==> src/rtl/btn_event_arbiter.sv <==
// -----------------------------------------------------------------------------
// btn_event_arbiter
//
// Turns debounced button levels into one clean event per press for the
// whack-a-mole game FSM.
//
//   * Each button has a rising-edge detector.
//   * A detected press sets that button's pending bit.
//   * A round-robin arbiter picks one pending button at a time.
//   * The chosen button is offered on a valid/ready handshake.
//   * After every accepted event, a hold-off counter forces HOLDOFF idle
//     cycles before the next event may load.
//
// Parameters
//   N_BTN    number of buttons (2..16)
//   ID_W     width of evt_id; the integrator guarantees 2**ID_W >= N_BTN
//   HOLDOFF  idle cycles enforced after each accepted event (0..2**20-1)
//
// Ports
//   clk         system clock
//   rst_n       asynchronous, active-low reset
//   btn_level   debounced button levels, synchronous to clk, active-high
//   enable      1: latch new presses; 0: ignore presses and flush pending
//   evt_ready   consumer accepts the offered event while evt_valid is high
//   evt_valid   an event is being offered (registered)
//   evt_id      index of the offered button; meaningful only with evt_valid
//   pending     latched presses not yet issued (registered)
//   drop_pulse  one-cycle pulse when a press merges into an existing
//               pending bit (registered)
//
// All outputs come straight from flops. There is no combinational path from
// any input to any output.
// -----------------------------------------------------------------------------
module btn_event_arbiter #(
  parameter int unsigned N_BTN   = 4,
  parameter int unsigned ID_W    = 2,
  parameter int unsigned HOLDOFF = 1000
) (
  input  logic             clk,
  input  logic             rst_n,
  input  logic [N_BTN-1:0] btn_level,
  input  logic             enable,
  input  logic             evt_ready,
  output logic             evt_valid,
  output logic [ID_W-1:0]  evt_id,
  output logic [N_BTN-1:0] pending,
  output logic             drop_pulse
);

  // The hold-off counter is sized for the full HOLDOFF range, so changing
  // HOLDOFF never changes the datapath width.
  localparam int unsigned      CNT_W      = 20;
  localparam logic [CNT_W-1:0] HOLDOFF_LD = CNT_W'(HOLDOFF);

  // After reset the pointer sits on the last button. The upward scan from
  // last_ptr+1 therefore starts at button 0.
  localparam logic [ID_W-1:0] LAST_RST = ID_W'(N_BTN - 1);

  // ---------------------------------------------------------------------------
  // State
  // ---------------------------------------------------------------------------
  logic [N_BTN-1:0] prev;      // btn_level sampled on the previous cycle
  logic [ID_W-1:0]  last_ptr;  // id of the most recently accepted event
  logic [CNT_W-1:0] hold_cnt;  // remaining hold-off cycles

  // ---------------------------------------------------------------------------
  // Combinational decode
  // ---------------------------------------------------------------------------
  logic [N_BTN-1:0]   rise;
  logic [2*N_BTN-1:0] dbl;
  logic [N_BTN-1:0]   rot;
  logic [ID_W:0]      base;
  int                 off;
  int                 sum;
  logic [ID_W-1:0]    sel;
  logic               sel_found;
  logic               load;
  logic               handshake;
  logic [N_BTN-1:0]   clr_mask;
  logic [N_BTN-1:0]   pending_nxt;
  logic               coalesce;

  // Falling edges are deliberately ignored.
  // prev keeps sampling while enable is low. A button that is already held
  // when enable returns therefore produces no rise, and so no event.
  assign rise = btn_level & ~prev;

  // Round-robin selection.
  //
  // Put two copies of pending side by side, then shift right by last_ptr+1.
  // Bit k of the low half is then the button at (last_ptr+1+k) mod N_BTN.
  // The lowest set bit of that window is the next button in scan order.
  //
  // base is one bit wider than last_ptr, so last_ptr+1 cannot wrap when
  // N_BTN == 2**ID_W.
  assign base = {1'b0, last_ptr} + 1'b1;
  assign dbl  = {pending, pending} >> base;
  assign rot  = dbl[N_BTN-1:0];

  // NOTE: every signal written in this block gets a default before any
  // conditional code. Without the defaults, paths that skip an assignment
  // would infer latches.
  always_comb begin
    off       = 0;
    sel_found = 1'b0;
    // Scanning downward and letting the last hit win leaves the lowest
    // set offset in off.
    for (int k = N_BTN - 1; k >= 0; k--) begin
      if (rot[k]) begin
        off       = k;
        sel_found = 1'b1;
      end
    end
    // Map the offset back to a button index. The sum is at most
    // 2*N_BTN-1, so a single conditional subtraction is enough.
    sum = int'(last_ptr) + 1 + off;
    if (sum >= int'(N_BTN)) begin
      sum = sum - int'(N_BTN);
    end
    sel = ID_W'(sum);
  end

  // A new event loads only when:
  //   * the output slot is empty,
  //   * the hold-off gap has expired, and
  //   * at least one press is waiting.
  assign load      = ~evt_valid & (hold_cnt == '0) & sel_found;
  assign handshake = evt_valid & evt_ready;

  // The chosen button is cleared in the same cycle it is loaded.
  assign clr_mask  = load ? (N_BTN'(1) << sel) : '0;

  // Pending update.
  //   * The clear is applied before the rise is merged in. A rise on the
  //     button being loaded therefore re-arms it as a fresh event rather
  //     than counting as a merged press.
  //   * While enable is low, nothing is latched and everything pending is
  //     flushed.
  always_comb begin
    pending_nxt = '0;
    if (enable) begin
      pending_nxt = (pending & ~clr_mask) | rise;
    end
  end

  // A press merges when its button already has a pending bit that is not
  // being cleared this cycle. One pulse covers any number of merging
  // buttons in the same cycle.
  assign coalesce = enable & |(rise & pending & ~clr_mask);

  // ---------------------------------------------------------------------------
  // Registers
  // ---------------------------------------------------------------------------
  // NOTE: all sequential state uses non-blocking assignments. Every flop then
  // samples pre-edge values, whatever the order of the statements.
  // NOTE: every flop here, including the pending vector, has an explicit
  // reset value. Reset anywhere in a handshake must leave nothing on the
  // interface.
  always_ff @(posedge clk or negedge rst_n) begin
    if (!rst_n) begin
      prev       <= '0;
      pending    <= '0;
      drop_pulse <= 1'b0;
    end else begin
      prev       <= btn_level;
      pending    <= pending_nxt;
      drop_pulse <= coalesce;
    end
  end

  // Output slot.
  // Once loaded, an event is held unchanged until it is accepted. It is
  // never withdrawn, even if enable drops while it is being offered.
  always_ff @(posedge clk or negedge rst_n) begin
    if (!rst_n) begin
      evt_valid <= 1'b0;
      evt_id    <= '0;
    end else if (load) begin
      evt_valid <= 1'b1;
      evt_id    <= sel;
    end else if (handshake) begin
      evt_valid <= 1'b0;
    end
  end

  // Fairness pointer and hold-off gap, both updated by an accepted event.
  //
  // The counter is reloaded on the handshake edge. load only fires once it
  // reads zero. The next event is therefore visible HOLDOFF+2 cycles after
  // the handshake cycle.
  always_ff @(posedge clk or negedge rst_n) begin
    if (!rst_n) begin
      last_ptr <= LAST_RST;
      hold_cnt <= '0;
    end else if (handshake) begin
      last_ptr <= evt_id;
      hold_cnt <= HOLDOFF_LD;
    end else if (hold_cnt != '0) begin
      hold_cnt <= hold_cnt - CNT_W'(1);
    end
  end

endmodule
==> config.mk <==
export PLATFORM = sky130hd
export DESIGN_NAME = btn_event_arbiter
export DESIGN_NICKNAME = d
export VERILOG_FILES = /design/src/rtl/btn_event_arbiter.sv
export SDC_FILE = /design/constraint.sdc
export NUM_CORES = 1
export LEC_CHECK = 0
export BUFFER_PORTS_ARGS = -buffer_cell sky130_fd_sc_hd__buf_2
export CAP_MARGIN = 20
export CORE_ASPECT_RATIO = 1.5
export CORE_UTILIZATION = 45
export DETAILED_ROUTE_END_ITERATION = 16
export GPL_ROUTABILITY_DRIVEN = 0
export SLEW_MARGIN = 0
export SYNTH_ARGS = -nofsm -noshare
export SYNTH_HDL_FRONTEND = slang
export SYNTH_SLANG_ARGS = --single-unit
==> constraint.sdc <==
create_clock -name clk -period 2.9 [get_ports clk]
set_input_delay 0.29 -clock clk [delete_from_list [all_inputs] [get_ports clk]]
set_output_delay 0.29 -clock clk [all_outputs]
set_load 0.01 [all_outputs]
Word level (Yosys, flattened, before mapping). Index checks and enable logic that the tools add are counted. Widths: inputs -> output; s select.

Flip-flop bits (word level): 34. Input port bits: 8. Word-level logic and storage cells: 47.

Add/sub/neg operators: 5. $lt $le $gt $ge: 1. Shifts and indexed selects: 2. Mux-type cells: 15. Bitwise operators: 12. Reductions and logical operators: 5.

Operators with widths (number): $mux 20 (2); $add 4x32->32 (1); $ge 32x4->1 const B (1); $mux 32 (1); $logic_not 20->1 (1); $reduce_bool 20->1 (1); $sub 20x1->20 const B (1); $and 4x4->4 (4); $mux 2 (4); $mux 4 (2); $not 4->4 (2); $shr 8x3->4 (1); $add 2x1->3 const B (2); $mux 1 (6); $and 1x1->1 (4); $or 4x4->4 (1); $reduce_bool 2->1 (2); $reduce_or 4->1 (1); $shl 1x2->4 const A (1); $sub 2x1->2 const B (1); $not 1->1 (1).

Longest topological paths before layout.
Depth in word-level cells: 15. Mapped depth: 12.

Least setup slack after synthesis. No wires, ideal clock.

Path kind: register -> register. Start point: register last_ptr[0]. End point: register drop_pulse. Arrival time: 2171 ps. Data required time: 2770 ps. Slack: 599 ps. Cell stages (with the launch flop): 12. Period minus slack after synthesis: 2301 ps. Path through: dfstp_2 buf_2 nor3_1 a311oi_1 o21ai_0 ha_1 xnor2_1 xnor2_1 xnor2_1 or2_2 o21ai_0 o22ai_1.

Cells in the longest elaborated chain, start to end: 15. Elaborated cells on any way between the ends: 22. Those cells by class: add/sub (4); order compare (1); shift (2); mux (10); bitwise (4); reduce/logical (1).

Ends and longest elaborated chain: start, declared (line 63) `logic [ID_W-1:0] last_ptr;`; start signal, assigned (line 196) `last_ptr <= evt_id;`; $add 2x1->3 (line 96, 116); $shr 8x3->4 (line 97) `assign dbl = {pending, pending} >> base;`; $mux 2 (3 in a row) (line 109) `if (rot[k]) begin`; $mux 32 (line 109); $add 4x32->32 (line 116) `sum = int'(last_ptr) + 1 + off;`; $ge 32x4->1 / $sub 2x1->2 (equally long branches) (line 117, 118); $mux 2 (line 117) `if (sum >= int'(N_BTN)) begin`; $shl 1x2->4 (line 131) `assign clr_mask = load ? (N_BTN'(1) << sel) : '0;`; $mux 4 (*) (line 131); $not 4->4 (*) (line 149) `assign coalesce = enable & |(rise & pending & ~clr_mask);`; $and 4x4->4 (*) (line 149); $reduce_or 4->1 (*) (line 149); $and 1x1->1 (*) (line 149); via coalesce (line 81) `logic coalesce;`; end signal, assigned (line 167) `drop_pulse <= coalesce;`; end, declared (line 47) `output logic drop_pulse`.

The timed path passes the listed nets; every way through them passes the cells marked *. A chain may end at the register's enable or synchronous reset.

Final worst setup path.
Start point: register pending[0]. End point: register drop_pulse.

Cells in the longest elaborated chain, start to end: 14. Elaborated cells on any way between the ends: 21. Those cells by class: add/sub (2); order compare (1); shift (2); mux (10); bitwise (5); reduce/logical (1).

Ends and longest elaborated chain: start, declared (line 46) `output logic [N_BTN-1:0] pending,`; start signal, assigned (line 166) `pending <= pending_nxt;`; $shr 8x3->4 (line 97); $mux 2 (3 in a row) (line 109); $mux 32 (line 109); $add 4x32->32 (line 116); $ge 32x4->1 / $sub 2x1->2 (equally long branches) (line 117, 118); $mux 2 (line 117); $shl 1x2->4 (line 131); $mux 4 (line 131); $not 4->4 (line 149); $and 4x4->4 (*) (line 149); $reduce_or 4->1 (*) (line 149); $and 1x1->1 (*) (line 149); via coalesce (line 81).

Marked as above.

==> flow_metrics.py <==
metrics = {
    "synthesis": {
        "yosysWarnings": 0,
        "syn_inst": 191,
        "synth.avg_cell_area_um2": 9.32,
        "synth_ff_type": "dfrtp_1",
        "ys_types": 40,
        "async_flop_share_pct": 100,
        "synth-edff-count": 0,
        "ys_top_cells_by_area": "dfrtp_1 (45%), xnor2_1 (6.4%), nor2_1 (5.1%)",
        "syn_nets": 202,
        "yosys.area.top_type_share_pct": 45.0,
        "yosys-top-cells-count": "dfrtp_1 (32), nor2_1 (24), nand2_1 (23)",
        "syn_area_um2": 1780,
        "synth.most_common_cell": "dfrtp_1",
        "synth_top_area_cell": "dfrtp_1",
        "ys_ff_latch": 34,
        "yosysSeqAreaShare_pct": 48.0,
    },
    "sta": {
        "slew_headroom_pct": 50.6,
        "slew_violations": 0,
        "fmax_ghz": 0.411,
        "worst_slack_ns": 0.465,
        "fin_crit_sh_pct": 84.0,
        "fin_crit_ns": 2.43,
        "setup_viol": 0,
        "worst_slew_pin_slew_ns": 0.741,
        "fin_tns_setup_ns": 0,
        "hold_viol_final": 0,
        "rsz0062_at_grt": "no",
        "skew_ns": 0.0151,
    },
    "routing": {
        "vias_per_cell": 5.64,
        "detail-route-antenna-nets": 0,
        "routed-wl-met2_um": 2040,
        "routed_wl_um": 3670,
        "vias": 1411,
        "drt-met1-wl_um": 1430,
        "drc": 0,
        "maxUsedRoutingLayer": "met4",
        "dr.pass1.iters": 4,
        "drt-initial-drc-count": 51,
        "wire_per_inst_um": 14.7,
        "dr_wl_met3_um": 114,
    },
    "power": {
        "power_density_nw_per_um2": 599,
        "power.total_w": 0.00117,
        "ir_drop_v": 0.000381,
        "p_leak_nw": 0.851,
    },
    "grt": {
        "gr-usage-all-layers_pct": 20.9,
        "antenna_found_initial": 0,
        "grt_pass1_vias": 1410,
        "grt-ovfl-total": 0,
        "grt_max_degree": 35,
        "grt_first_pass_wirelength_um": 6330,
    },
    "cts": {
        "holdBufCountCts": 0,
        "cts.sinks": 34,
        "cts_buffer_depth": 2,
        "clk_latency_ns": 0.29,
        "numCtsBuffers": 5,
        "cts_setup_buffers": 0,
        "tritoncts": "yes",
        "clk_pin_slew_ns": 0.08,
        "cts_resized": 0,
        "cts_root_buffer": "clkbuf_8",
        "htree_num_levels": 2,
    },
    "worst_setup_path": {
        "rrSetupSlack_ns": 0.47,
        "path_max_fanout": 8,
        "critPathTopFamily": "compound AO/OA/AOI/OAI gates",
        "path_cells": "inv_1 -> o311a_1 -> o21ai_0 -> ha_1 -> xnor2_1 -> xnor2_1 -> xnor2_1 -> or2_2 -> o21ai_0 -> o22ai_1",
        "slowest_delay_ns": 0.49,
        "cp.arrival_ns": 2.61,
        "startpoint": "pending[0]$_DFF_PN0_",
        "worstReg2RegStart": "pending[0]$_DFF_PN0_",
        "worstPathRequired_ns": 3.07,
        "startpoint_type": "register",
        "cp-end-kind": "register",
        "critPathKind": "reg -> reg",
        "cp_common_cell": "xnor2_1",
        "slowest_stage": "dfrtp_1",
        "crit_buf_inv": 1,
    },
    "outcome": {
        "outcome": "finished, final reports clean",
    },
    "job": {
        "drv_cap": 0,
    },
    "die": {
        "die_area_um2": 4210,
        "die_y_um": 79.0,
        "initial_core_util_pct": 47.9,
        "num_io_pins": 16,
        "fp.coreArea_um2": 3720,
        "die_w_um": 53.3,
        "fp-row-count": 27,
    },
    "place": {
        "port_buffers": 15,
        "preCtsSetupSlack_ns": 0.510,
        "dpl.hpwl_um": 2690,
    },
    "min_path": {
        "hold_class": "in -> async",
    },
    "cells_and_area": {
        "syn_to_final_growth_pct": 9.85,
        "final_nets": 217,
        "diodes": 0,
        "post_route_cells_drive_above_1_share_pct": 15.5,
    },
}
==> registers in the layout (all words and copies together), names as in the netlist <==
signal,cells
evt_valid,1
hold_cnt,20
drop_pulse,1
pending,4
last_ptr,2
prev,4
evt_id,2
==> metrics by stage <==
| stage | cells | cell area (um^2) | utilization (%) | hold WS (ns) |
|---|---|---|---|---|
| final | 250 | 1950 | 52.6 | 0.0549 |
| after floorplan | 191 | 1780 | - | -0.00559 |
| after global placement | 242 | 1870 | 50.4 | 0.392 |
| after CTS | 250 | 1950 | 52.6 | 0.0890 |
| after global routing | 250 | 1950 | 52.6 | 0.110 |
| after detailed placement | 242 | 1870 | 50.4 | 0.408 |
==> cell usage in the layout, fill, tap and decap left out, types with 7 or more instances in the layout <==
| cell type | n |
|---|---|
| xnor2_1 | 13 |
| dfrtp_1 | 32 |
| nand2_1 | 23 |
| o21ai_0 | 8 |
| nor2_1 | 24 |
| buf_2 | 15 |
| inv_1 | 8 |
| nor3_1 | 7 |
| nor2b_1 | 8 |
==> where the power goes <==
part | internal [W] | switching, W | total [W]
combinational | 0.000107 | 0.000118 | 0.000226
sequential | 0.000537 | 0.0000774 | 0.000615
clock | 0.000166 | 0.000163 | 0.000329
==> logic make-up (layout without fill, tap and decap cells) <==
kind of cell | Yosys count | count (layout) | share of synthesized area (%)
and+or+nand+nor | 92 | 92 | 26.5
DFF | 34 | 34 | 48.0
AOI/OAI and AO/OA | 27 | 27 | 9.92
xor gates and xnor gates | 19 | 19 | 9.35
buffers and inverters | 16 | 32 | 4.15
adders and majority gates | 3 | 3 | 2.11
==> worst paths after layout <==
check,depth (start not counted),end
setup reg to reg,10,drop_pulse$_DFF_PN0_
hold reg to reg,2,last_ptr[1]$_DFFE_PN1P_
setup / recovery,10,drop_pulse$_DFF_PN0_
min in group clk,1,prev[1]$_DFF_PN0_
max in group asynchronous,1,hold_cnt[6]$_DFFE_PN0P_
hold / removal,1,pending[2]$_DFF_PN0_
==> cell type report <==
type                    instances  area (um^2)
inverters                       8         30.0
multi-input cells             141          852
clock inverters                 2         10.0
repair buffers                 16         82.6
flip-flops and latches         34          853
fillers                       376         1760
clock buffers                   6         72.6
well taps                      43         53.8
==> routing by layer <==
layer	up-vias	track usage [%]
li1	677	-
met1	696	21.6
met2	31	38.4
met3	7	4.21
met4	0	8.95
met5	-	0
No activity file was read; power rests on OpenSTA's default activity.
